===== config.mk =====
export PLATFORM = sky130hd
export DESIGN_NAME = decode_issue_queue
export DESIGN_NICKNAME = d
export VERILOG_FILES = /design/src/rtl/decode_issue_queue.sv
export SDC_FILE = /design/constraint.sdc
export NUM_CORES = 1
export LEC_CHECK = 0
export CORE_UTILIZATION = 59
export DETAILED_ROUTE_END_ITERATION = 7
export PLACE_DENSITY_LB_ADDON = 0.05
export SYNTH_ARGS = -nofsm -noshare
export SYNTH_HDL_FRONTEND = slang
export SYNTH_SLANG_ARGS = --single-unit

===== constraint.sdc =====
create_clock -name clk -period 11 [get_ports clk]
set_input_delay 2.2 -clock clk [delete_from_list [all_inputs] [get_ports clk]]
set_output_delay 2.2 -clock clk [all_outputs]
set_load 0.01 [all_outputs]

===== src/rtl/decode_issue_queue.sv =====
// Decode/issue queue between fetch and the Alpha/Beta decode lanes of the dual-issue MIPS pipeline.
// Build option: define DECODE_QUEUE_DUAL_ISSUE_EN for dual issue; otherwise at most one instruction issues per cycle.
module decode_issue_queue #(
  parameter int DEPTH    = 8,
  parameter int IN_LANES = 2
) (
  input  logic                     clk,
  input  logic                     rst,
  input  logic                     flush,
  input  logic [IN_LANES-1:0]      in_valid,
  input  logic [32*IN_LANES-1:0]   in_inst,
  input  logic [32*IN_LANES-1:0]   in_pc,
  output logic                     in_ready,
  input  logic                     issue_ready,
  output logic [1:0]               issue_count,
  output logic [63:0]              issue_inst,
  output logic [63:0]              issue_pc,
  output logic [$clog2(DEPTH):0]   occupancy
);

  localparam int PTR_W = $clog2(DEPTH);
  localparam int OCC_W = PTR_W + 1;

  localparam logic [2:0] CLS_ALU   = 3'd0;
  localparam logic [2:0] CLS_MEM   = 3'd1;
  localparam logic [2:0] CLS_HILO  = 3'd2;
  localparam logic [2:0] CLS_BR    = 3'd3;
  localparam logic [2:0] CLS_PRIV  = 3'd4;
  localparam logic [2:0] CLS_UNDEF = 3'd5;

  typedef struct packed {
    logic [4:0] dest;
    logic       wen;
    logic       rs_used;
    logic       rt_used;
    logic [2:0] cls;
  } dec_t;

  function automatic dec_t predecode(input logic [5:0] op, input logic [4:0] rs,
                                     input logic [4:0] rt, input logic [4:0] rd,
                                     input logic [5:0] funct);
    dec_t d;
    d     = '0;
    d.cls = CLS_UNDEF;
    casez (op)
      6'b000000: begin
        d.dest = rd;
        casez (funct)
          6'b000000, 6'b000010, 6'b000011: begin
            d.cls = CLS_ALU; d.wen = 1'b1; d.rt_used = 1'b1;
          end
          6'b000100, 6'b000110, 6'b000111, 6'b100???, 6'b10101?: begin
            d.cls = CLS_ALU; d.wen = 1'b1; d.rs_used = 1'b1; d.rt_used = 1'b1;
          end
          6'b001000: begin d.cls = CLS_BR; d.rs_used = 1'b1; end
          6'b001001: begin d.cls = CLS_BR; d.rs_used = 1'b1; d.wen = 1'b1; end
          6'b001100, 6'b001101: d.cls = CLS_PRIV;
          6'b010000, 6'b010010: begin d.cls = CLS_HILO; d.wen = 1'b1; end
          6'b010001, 6'b010011: begin d.cls = CLS_HILO; d.rs_used = 1'b1; end
          6'b0110??: begin d.cls = CLS_HILO; d.rs_used = 1'b1; d.rt_used = 1'b1; end
          default: d.cls = CLS_UNDEF;
        endcase
      end
      6'b000001: begin
        // BLTZAL/BGEZAL link into $31
        d.cls = CLS_BR; d.rs_used = 1'b1; d.wen = rt[4]; d.dest = 5'd31;
      end
      6'b000010: d.cls = CLS_BR;
      6'b000011: begin d.cls = CLS_BR; d.wen = 1'b1; d.dest = 5'd31; end
      6'b0001??: begin d.cls = CLS_BR; d.rs_used = 1'b1; d.rt_used = ~op[1]; end
      6'b001???: begin
        d.cls = CLS_ALU; d.dest = rt; d.wen = 1'b1; d.rs_used = (op != 6'b001111);
      end
      6'b010000: begin
        d.cls     = CLS_PRIV;
        d.dest    = rt;
        d.wen     = (rs == 5'b00000);
        d.rt_used = (rs == 5'b00100);
      end
      6'b1?????: begin
        d.cls = CLS_MEM; d.rs_used = 1'b1; d.dest = rt;
        d.wen = ~op[3]; d.rt_used = op[3];
      end
      default: d.cls = CLS_UNDEF;
    endcase
    return d;
  endfunction

  logic [PTR_W-1:0] head_q, tail_q, head_b;
  logic [OCC_W-1:0] occ_q, push_n, issue_n;
  logic             do_push;
  logic [31:0]      inst_q [DEPTH];
  logic [31:0]      pc_q   [DEPTH];
  dec_t             dec_q  [DEPTH];
  dec_t             dec_in [IN_LANES];

  logic [2:0]       a_cls, b_cls;
  logic [4:0]       b_rs, b_rt;
  logic             raw_hazard, a_solo, b_solo;
  logic [1:0]       pair_count;

  assign in_ready = occ_q <= OCC_W'(DEPTH - IN_LANES);
  assign do_push  = in_ready && (|in_valid);

  always_comb begin
    push_n = '0;
    for (int i = 0; i < IN_LANES; i++) begin
      push_n    = push_n + OCC_W'(in_valid[i]);
      dec_in[i] = predecode(in_inst[32*i+26 +: 6], in_inst[32*i+21 +: 5],
                            in_inst[32*i+16 +: 5], in_inst[32*i+11 +: 5],
                            in_inst[32*i +: 6]);
    end
  end

  assign issue_n = issue_ready ? OCC_W'(issue_count) : '0;

  // NOTE: sequential state uses non-blocking assignments so every register samples pre-edge values.
  always_ff @(posedge clk) begin
    if (rst || flush) begin
      head_q <= '0;
      tail_q <= '0;
      occ_q  <= '0;
    end else begin
      head_q <= head_q + PTR_W'(issue_n);
      if (do_push) tail_q <= tail_q + PTR_W'(push_n);
      occ_q  <= occ_q + (do_push ? push_n : '0) - issue_n;
    end
  end

  // NOTE: entry storage has no reset; occupancy alone decides which entries are live.
  always_ff @(posedge clk) begin
    if (do_push) begin
      for (int i = 0; i < IN_LANES; i++) begin
        if (in_valid[i]) begin
          inst_q[tail_q + PTR_W'(i)] <= in_inst[32*i +: 32];
          pc_q[tail_q + PTR_W'(i)]   <= in_pc[32*i +: 32];
          dec_q[tail_q + PTR_W'(i)]  <= dec_in[i];
        end
      end
    end
  end

  assign head_b = head_q + PTR_W'(1);
  assign a_cls  = dec_q[head_q].cls;
  assign b_cls  = dec_q[head_b].cls;
  assign b_rs   = inst_q[head_b][25:21];
  assign b_rt   = inst_q[head_b][20:16];
  assign a_solo = (a_cls == CLS_PRIV) || (a_cls == CLS_UNDEF);
  assign b_solo = (b_cls == CLS_PRIV) || (b_cls == CLS_UNDEF);

  assign raw_hazard = dec_q[head_q].wen && (dec_q[head_q].dest != 5'd0) &&
                      ((dec_q[head_b].rs_used && (b_rs == dec_q[head_q].dest)) ||
                       (dec_q[head_b].rt_used && (b_rt == dec_q[head_q].dest)));

  // NOTE: default first so every path assigns pair_count and no latch is inferred.
  always_comb begin
    pair_count = 2'd2;
    if (occ_q == '0)                                            pair_count = 2'd0;
    else if (a_cls == CLS_BR)                                   pair_count = (occ_q >= OCC_W'(2)) ? 2'd2 : 2'd0;
    else if (occ_q == OCC_W'(1))                                pair_count = 2'd1;
    else if (a_solo || b_solo)                                  pair_count = 2'd1;
    else if (b_cls == CLS_BR)                                   pair_count = 2'd1;
    else if (raw_hazard)                                        pair_count = 2'd1;
    else if ((a_cls == CLS_MEM) && (b_cls == CLS_MEM))          pair_count = 2'd1;
    else if ((a_cls == CLS_HILO) && (b_cls == CLS_HILO))        pair_count = 2'd1;
  end

`ifdef DECODE_QUEUE_DUAL_ISSUE_EN
  assign issue_count = pair_count;
`else
  // A head branch still waits for its slot; otherwise everything issues alone.
  assign issue_count = (pair_count != 2'd0) ? 2'd1 : 2'd0;
`endif

  assign issue_inst = {inst_q[head_b], inst_q[head_q]};
  assign issue_pc   = {pc_q[head_b], pc_q[head_q]};
  assign occupancy  = occ_q;

endmodule


==> metrics.md, run 1 <==
| Metric | Value |
|---|---|
| Run status | finished, final reports clean |
| Drt initial violations | 3099 |
| # nets final | about 3200 |
| Fin cells | 3748 |
| Critical-path cell list | ha_4 -> buf_4 -> mux4_2 -> mux2_2 -> clkdlybuf4s50_1 |
| Area Overhead vs Synth | 13.52% |
| Final number of setup-violating endpoints | 0 |
| Pwr dens | 176.0 nW/um2 |
| Die span in y | approximately 240 um |
| Max cap viols | 0 |
| Die footprint | about 55000 um2 |
| Commonest non-fill, non-tap cell in the layout | nand2_1 |
| Cts hold-fix bufs | 0 |
| CTS Sinks | 546 |
| Synth warn | 0 |
| Cell Int Power | 4.541 mW |
| First-pass GRT wire length | 147.1 mm |
| CTS root buffer | clkbuf_16 |
| Largest net degree at the start of global routing | 142 |
| Total global routing overflow | 0 |
| Clock Latency Late Sink | 0.64 ns |
| Hold Slack | 0.6196 ns |
| Setup Buffers After CTS | 0 |
| Max Slew Vio Count | 0 |
| Top-Level Pins | 269 |
| Sequential share of power | 0.410 |
| CTS tree | built |
| Slowest Stage Delay on Critical Path | 1.07 ns |
| Vias | roughly 24000 |
| Routed length per instance | 26.21 um |
| Drt pass-1 iters | 6 |
| Total negative slack | 0 ns |
| Deepest clock path buffer count | 3 |
| Initial antenna violation count | 4 |
| Max-slew headroom | 0.1262 |
| Sequential fraction of the synthesis area | 0.5075 |
| Hold Crit Class | flip-flop to flip-flop |
| Period utilization | 0.6551 |
| Crit path depth | 5 |
| Core area | roughly 54000 um2 |
| Final HPWL DP | 56.05 mm |
| Net Count, Synth | 3115 |
| Clock slew seen by the registers of the worst setup and hold paths | 0.06 ns |
| Crit path buffers/inverters | 2 |
| Final hold viol count | 0 |
| CTS Buf Count | 58 |
| CP max stage cell | buf_4 |
| Vias per cell | 6.467 |
| Row cnt | 85 |
| Crit-path leading delay family | buffers and inverters |
| Clock share of power | 0.300 |
| Primary FF master, synth | edfxtp_1 |
| H-tree lvl count | 2 |
| Unique masters post-synth | 55 |
| Logic pwr share | 0.291 |
| # port buffers | about 270 |
| Share of cells above drive strength 1 | 0.1743 |
| Placed cell count | 3636 |
| WL final | 98.23 mm |
| Ys async rst share | 0 |
| Residual DRC | 0 |
| Crit Path Category | flip-flop to primary output |
| Initial Util | 0.5967 |
| Synth Area per Inst | 10.83 um2 |
| Crit path max fanout | 70 |
| Commonest cells after routing, fill and taps aside | nand2_1, edfxtp_1, clkdlybuf4s50_1 |
| Mapped cell area | 32110 um2 |
| Leak | approximately 13 nW |
| Max Freq | 138.8 MHz |
| Net Sw Power | 1.875 mW |
| Final GP Congestion | 0.8463 |
| Vias in the first global route | roughly 24000 |
| WP data required | 8.80 ns |
| Flops & latches, synth | around 550 |
| Crit path time final | 7.206 ns |
| Worst-Margin Slew | approximately 1.3 ns |
| Number of synthesized flops with an enable pin | ~540 |
| Pwr Total | 6.416 mW |
| Final antenna-violating net count | 0 |
| Reg2reg path depth | 14 |
| Startpoint Class | flip-flop |
| RSZ-0062 raised after global routing | no |
| Post_cts resized | 0 |
| Max VDD drop | 0.1969 mV |
| Clock skew | 0.03261 ns |
| Cells after synthesis | between 2000 and 3000 |
| Worst EP arrival | 5.01 ns |
| Total GRT Usage | 0.3568 |
| Sw Share | 0.2923 |
| Setup crit end kind | primary output |
| WHS Path Cells | 2 |
| Die span in x | 235.3 um |
layout make-up:
| type | count | area [um2] |
|---|---|---|
| Clock buffer | 71 | 1521 |
| Clock inverter | 36 | 286.5 |
| Timing Repair Buffer | 309 | 3000 |
| Multi-Input combinational cell | 2064 | 14380 |
| Tap cell | 696 | 870.8 |
| Fill cell | 3942 | 17360 |
| Sequential cell | 546 | 16310 |
| Antenna cell | 5 | 12.51 |
| Inverter | 21 | 78.83 |
power by group through the flow:
stage | clock network, mW | logic, mW | registers, mW
4_1_cts | 1.93 | 1.85 | 2.63
3_3_place_gp | 0 | 1.81 | 2.66
5_1_grt | 2.00 | 1.97 | 2.64
6_report | 1.92 | 1.86 | 2.63
3_5_place_dp | 0 | 1.84 | 2.67
2_1_floorplan | 0 | 1.13 | 2.64
sequential cells by signal, indices dropped and copies added (netlist names):
signal	flops
dec_q	24
head_q	3
inst_q	256
occupancy	4
pc_q	256
tail_q	3
synthesized netlist by cell type, types with 9 or more instances:
cell type	n	area share
mux2_2	128	0.045
a21oi_1	9	0.0014
inv_1	21	0.0025
clkbuf_1	178	0.021
dfxtp_1	10	0.0062
ha_1	14	0.0055
nor2_1	14	0.0016
edfxtp_1	536	0.50
buf_2	55	0.0086
o21ai_0	77	0.012
buf_1	42	0.0049
buf_4	58	0.014
nand2_1	1469	0.17
mux2i_1	10	0.0031
mux4_2	256	0.18
routing by layer:
layer	global-route usage	part of all wire	vias to the layer above	routed length [um]
met3	0.06168	0.12	254	11410
met1	0.4876	0.37	11904	36270
li1	-	-	10346	-
met4	0.1388	0.036	0	3556
met2	0.5762	0.48	1735	47000
met5	0	0	-	0
through the flow:
stage	setup WS [ns]	area, um2	util
3_5_place_dp	4.447	34630	0.6436
2_1_floorplan	2.203	32110	-
4_1_cts	3.772	36440	0.6772
5_1_grt	3.640	36450	0.6773
6_report	3.794	36450	0.6774
3_3_place_gp	4.508	34630	0.6436
cell families (layout without fill, tap and decap cells):
kind of cell / Yosys count / after routing / synth area share
fa+ha+maj: 16 / 16 / 0.006702
mux: 394 / 394 / 0.2276
other cells: 1 / 6 / 0.0001168
buf+inv: 355 / 437 / 0.05065
flops: 546 / 546 / 0.5075
simple gates: 1538 / 1538 / 0.1863
compound gates: 109 / 109 / 0.01929
xor+xnor: 6 / 6 / 0.001871
worst register-to-register path: cells and delay by family, from the launching register on:
kind                     cells  cell delay (ns)
AND/OR/NAND/NOR              3             0.66
adder cells (fa/ha/maj)      3             0.89
flip-flops                   1             1.05
buffers and inverters        4             1.27
XOR/XNOR                     1             0.15
AO/OA/AOI/OAI                3             1.00
path summary, 6_finish.rpt:
check,endpoint,start,slack [ns]
worst max-delay path,issue_inst[57],head_q[1]$_SDFF_PP0_,3.79
worst min-delay path,tail_q[2]$_SDFFE_PP0P_,tail_q[2]$_SDFFE_PP0P_,0.62
worst max register to register,occupancy[2]$_SDFF_PP0_,head_q[1]$_SDFF_PP0_,5.87
worst min register to register,tail_q[2]$_SDFFE_PP0P_,tail_q[2]$_SDFFE_PP0P_,0.62
Power figures use the tool's default switching activity.
==> run 2: changes to the inputs <==
- clock period: 11 -> 7.4 ns (I/O delays scaled with it)
==> metrics.md, run 2 (synthesis results as in run 1) <==
| Metric | Value |
|---|---|
| Top Registers | inst_q (256), pc_q (256), dec_q (24) |
| Max-slew headroom | 0.2235 |
| Hold Crit Class | flip-flop to flip-flop |
| Final HPWL DP | approximately 54 mm |
| Crit-path leading delay family | buffers and inverters |
| # nets final | 3147 |
| Commonest non-fill, non-tap cell in the layout | nand2_1 |
| Row cnt | 85 |
| Drt initial violations | 3033 |
| Critical-path cell list | buf_12 -> nor2_1 -> a311oi_1 -> a311oi_1 -> o311ai_0 -> clkdlybuf4s50_1 |
| Max cap viols | 0 |
| RSZ-0062 raised after global routing | no |
| First-pass GRT wire length | 144.3 mm |
| Cts hold-fix bufs | 0 |
| Final antenna-violating net count | 0 |
| CTS root buffer | clkbuf_16 |
| Leak | 13.46 nW |
| Final GP Congestion | 0.8651 |
| Max Freq | 170.2 MHz |
| Routed length per instance | between 20 and 30 um |
| Clock slew seen by the registers of the worst setup and hold paths | about 0.06 ns |
| Crit path time final | roughly 5.9 ns |
| Area after DPL | 34710 um2 |
| Total GRT Usage | 0.3490 |
| Slowest Stage Delay on Critical Path | 0.87 ns |
| Die span in x | 235.3 um |
| Vias per cell | 6.442 |
| Period utilization | 0.7939 |
| Total global routing overflow | 0 |
| Core area | 53810 um2 |
| Final hold viol count | 0 |
| WP data required | 5.92 ns |
| CTS tree | built |
| Top-Level Pins | 269 |
| Startpoint Class | flip-flop |
| Residual DRC | 0 |
| Clock Latency Late Sink | 0.63 ns |
| Crit path buffers/inverters | 2 |
| CTS Sinks | 546 |
| Worst-Margin Slew | 1.160 ns |
| Vias in the first global route | 23890 |
| Final number of setup-violating endpoints | 0 |
| Share of cells above drive strength 1 | 0.1753 |
| Setup Slack @ Placement | 2.159 ns |
| Clock skew | approximately 0.022 ns |
| WL final | 96.12 mm |
| Pwr dens | 261.0 nW/um2 |
| Initial antenna violation count | 7 |
| Worst Slack Setup Final | 1.525 ns |
| Largest net degree at the start of global routing | around 140 |
| Die footprint | about 55000 um2 |
| Area Overhead vs Synth | 13.81% |
| Design area | 36540 um2 |
| Setup Buffers After CTS | 0 |
| Commonest cells after routing, fill and taps aside | nand2_1, edfxtp_1, clkdlybuf4s50_1 |
| Post_cts resized | 0 |
| Initial Util | 0.5967 |
| Max VDD drop | 0.2416 mV |
| Setup crit end kind | primary output |
| Crit Path Category | flip-flop to primary output |
| Vias | 24111 |
| Top cell by count, worst path | a311oi_1 |
| CP max stage cell | o311ai_0 |
| H-tree lvl count | 2 |
| Deepest clock path buffer count | 3 |
| Die span in y | between 200 and 250 um |
| Drt pass-1 iters | 6 |
| Crit path max fanout | between 100 and 150 |
| CTS Buf Count | between 50 and 60 |
| # port buffers | 267 |
| Worst EP arrival | 4.40 ns |
| Max Slew Vio Count | 0 |
| Run status | finished, final reports clean |
| Filler Cell Count | ~3900 |
-- run 2: changes by cell type in the layout (fill, tap and decap cells not counted), sizes merged --
cell | previous run | this run
diode | 5 | 6
buf | 42 | 39
inv | 22 | 21
bufinv | 5 | 4
clkinv | 30 | 29
-- run 2: power by group --
group	switching (mW)	internal (mW)
combinational	1.40	1.38
sequential	0.149	3.74
clock	1.24	1.63
total	2.78	6.75
-- run 2: path summary, 6_finish.rpt --
check / from / endpoint / slack [ns] / cells past startpoint
setup / recovery: head_q[1]$_SDFF_PP0_ / issue_count[0] / 1.52 / 6
hold / removal: tail_q[2]$_SDFFE_PP0P_ / tail_q[2]$_SDFFE_PP0P_ / 0.59 / 2
setup reg to reg: head_q[1]$_SDFF_PP0_ / occupancy[2]$_SDFF_PP0_ / 2.69 / 13
hold reg to reg: tail_q[2]$_SDFFE_PP0P_ / tail_q[2]$_SDFFE_PP0P_ / 0.59 / 2
-- run 2: worst min-delay path: stages, from the launching register on --
cell,delay (ns)
dfxtp_1,0.38
o21ai_0,0.10
a21oi_1,0.06
-- run 2: cell type report --
type,instances,area [um2],area share
flip-flops and latches,546,16310,0.4462
multi-input cells,2064,14380,0.3934
repair buffers,306,3078,0.08423
clock buffers,71,1564,0.04280
well taps,696,870.8,0.02383
clock inverters,33,254.0,0.006950
inverters,21,78.83,0.002157
diodes,6,15.01,0.0004109
-- run 2: routing by layer --
layer	GRT usage	wire length, um
met1	0.4679	35550
met5	0	13
met2	0.5743	46860
met3	0.06356	10460
met4	0.1283	3239
-- run 2: metrics by stage --
step	hold WS [ns]	cells	setup TNS [ns]	total power, mW	utilization
3_3_place_gp	0.5813	3633	0	6.639	0.6450
6_report	0.5932	3743	0	9.536	0.6791
3_5_place_dp	0.5801	3633	0	6.705	0.6450
5_1_grt	0.6407	3738	0	9.845	0.6788
4_1_cts	0.5935	3737	0	9.531	0.6788
2_1_floorplan	0.5390	2965	-138.83	5.599	-
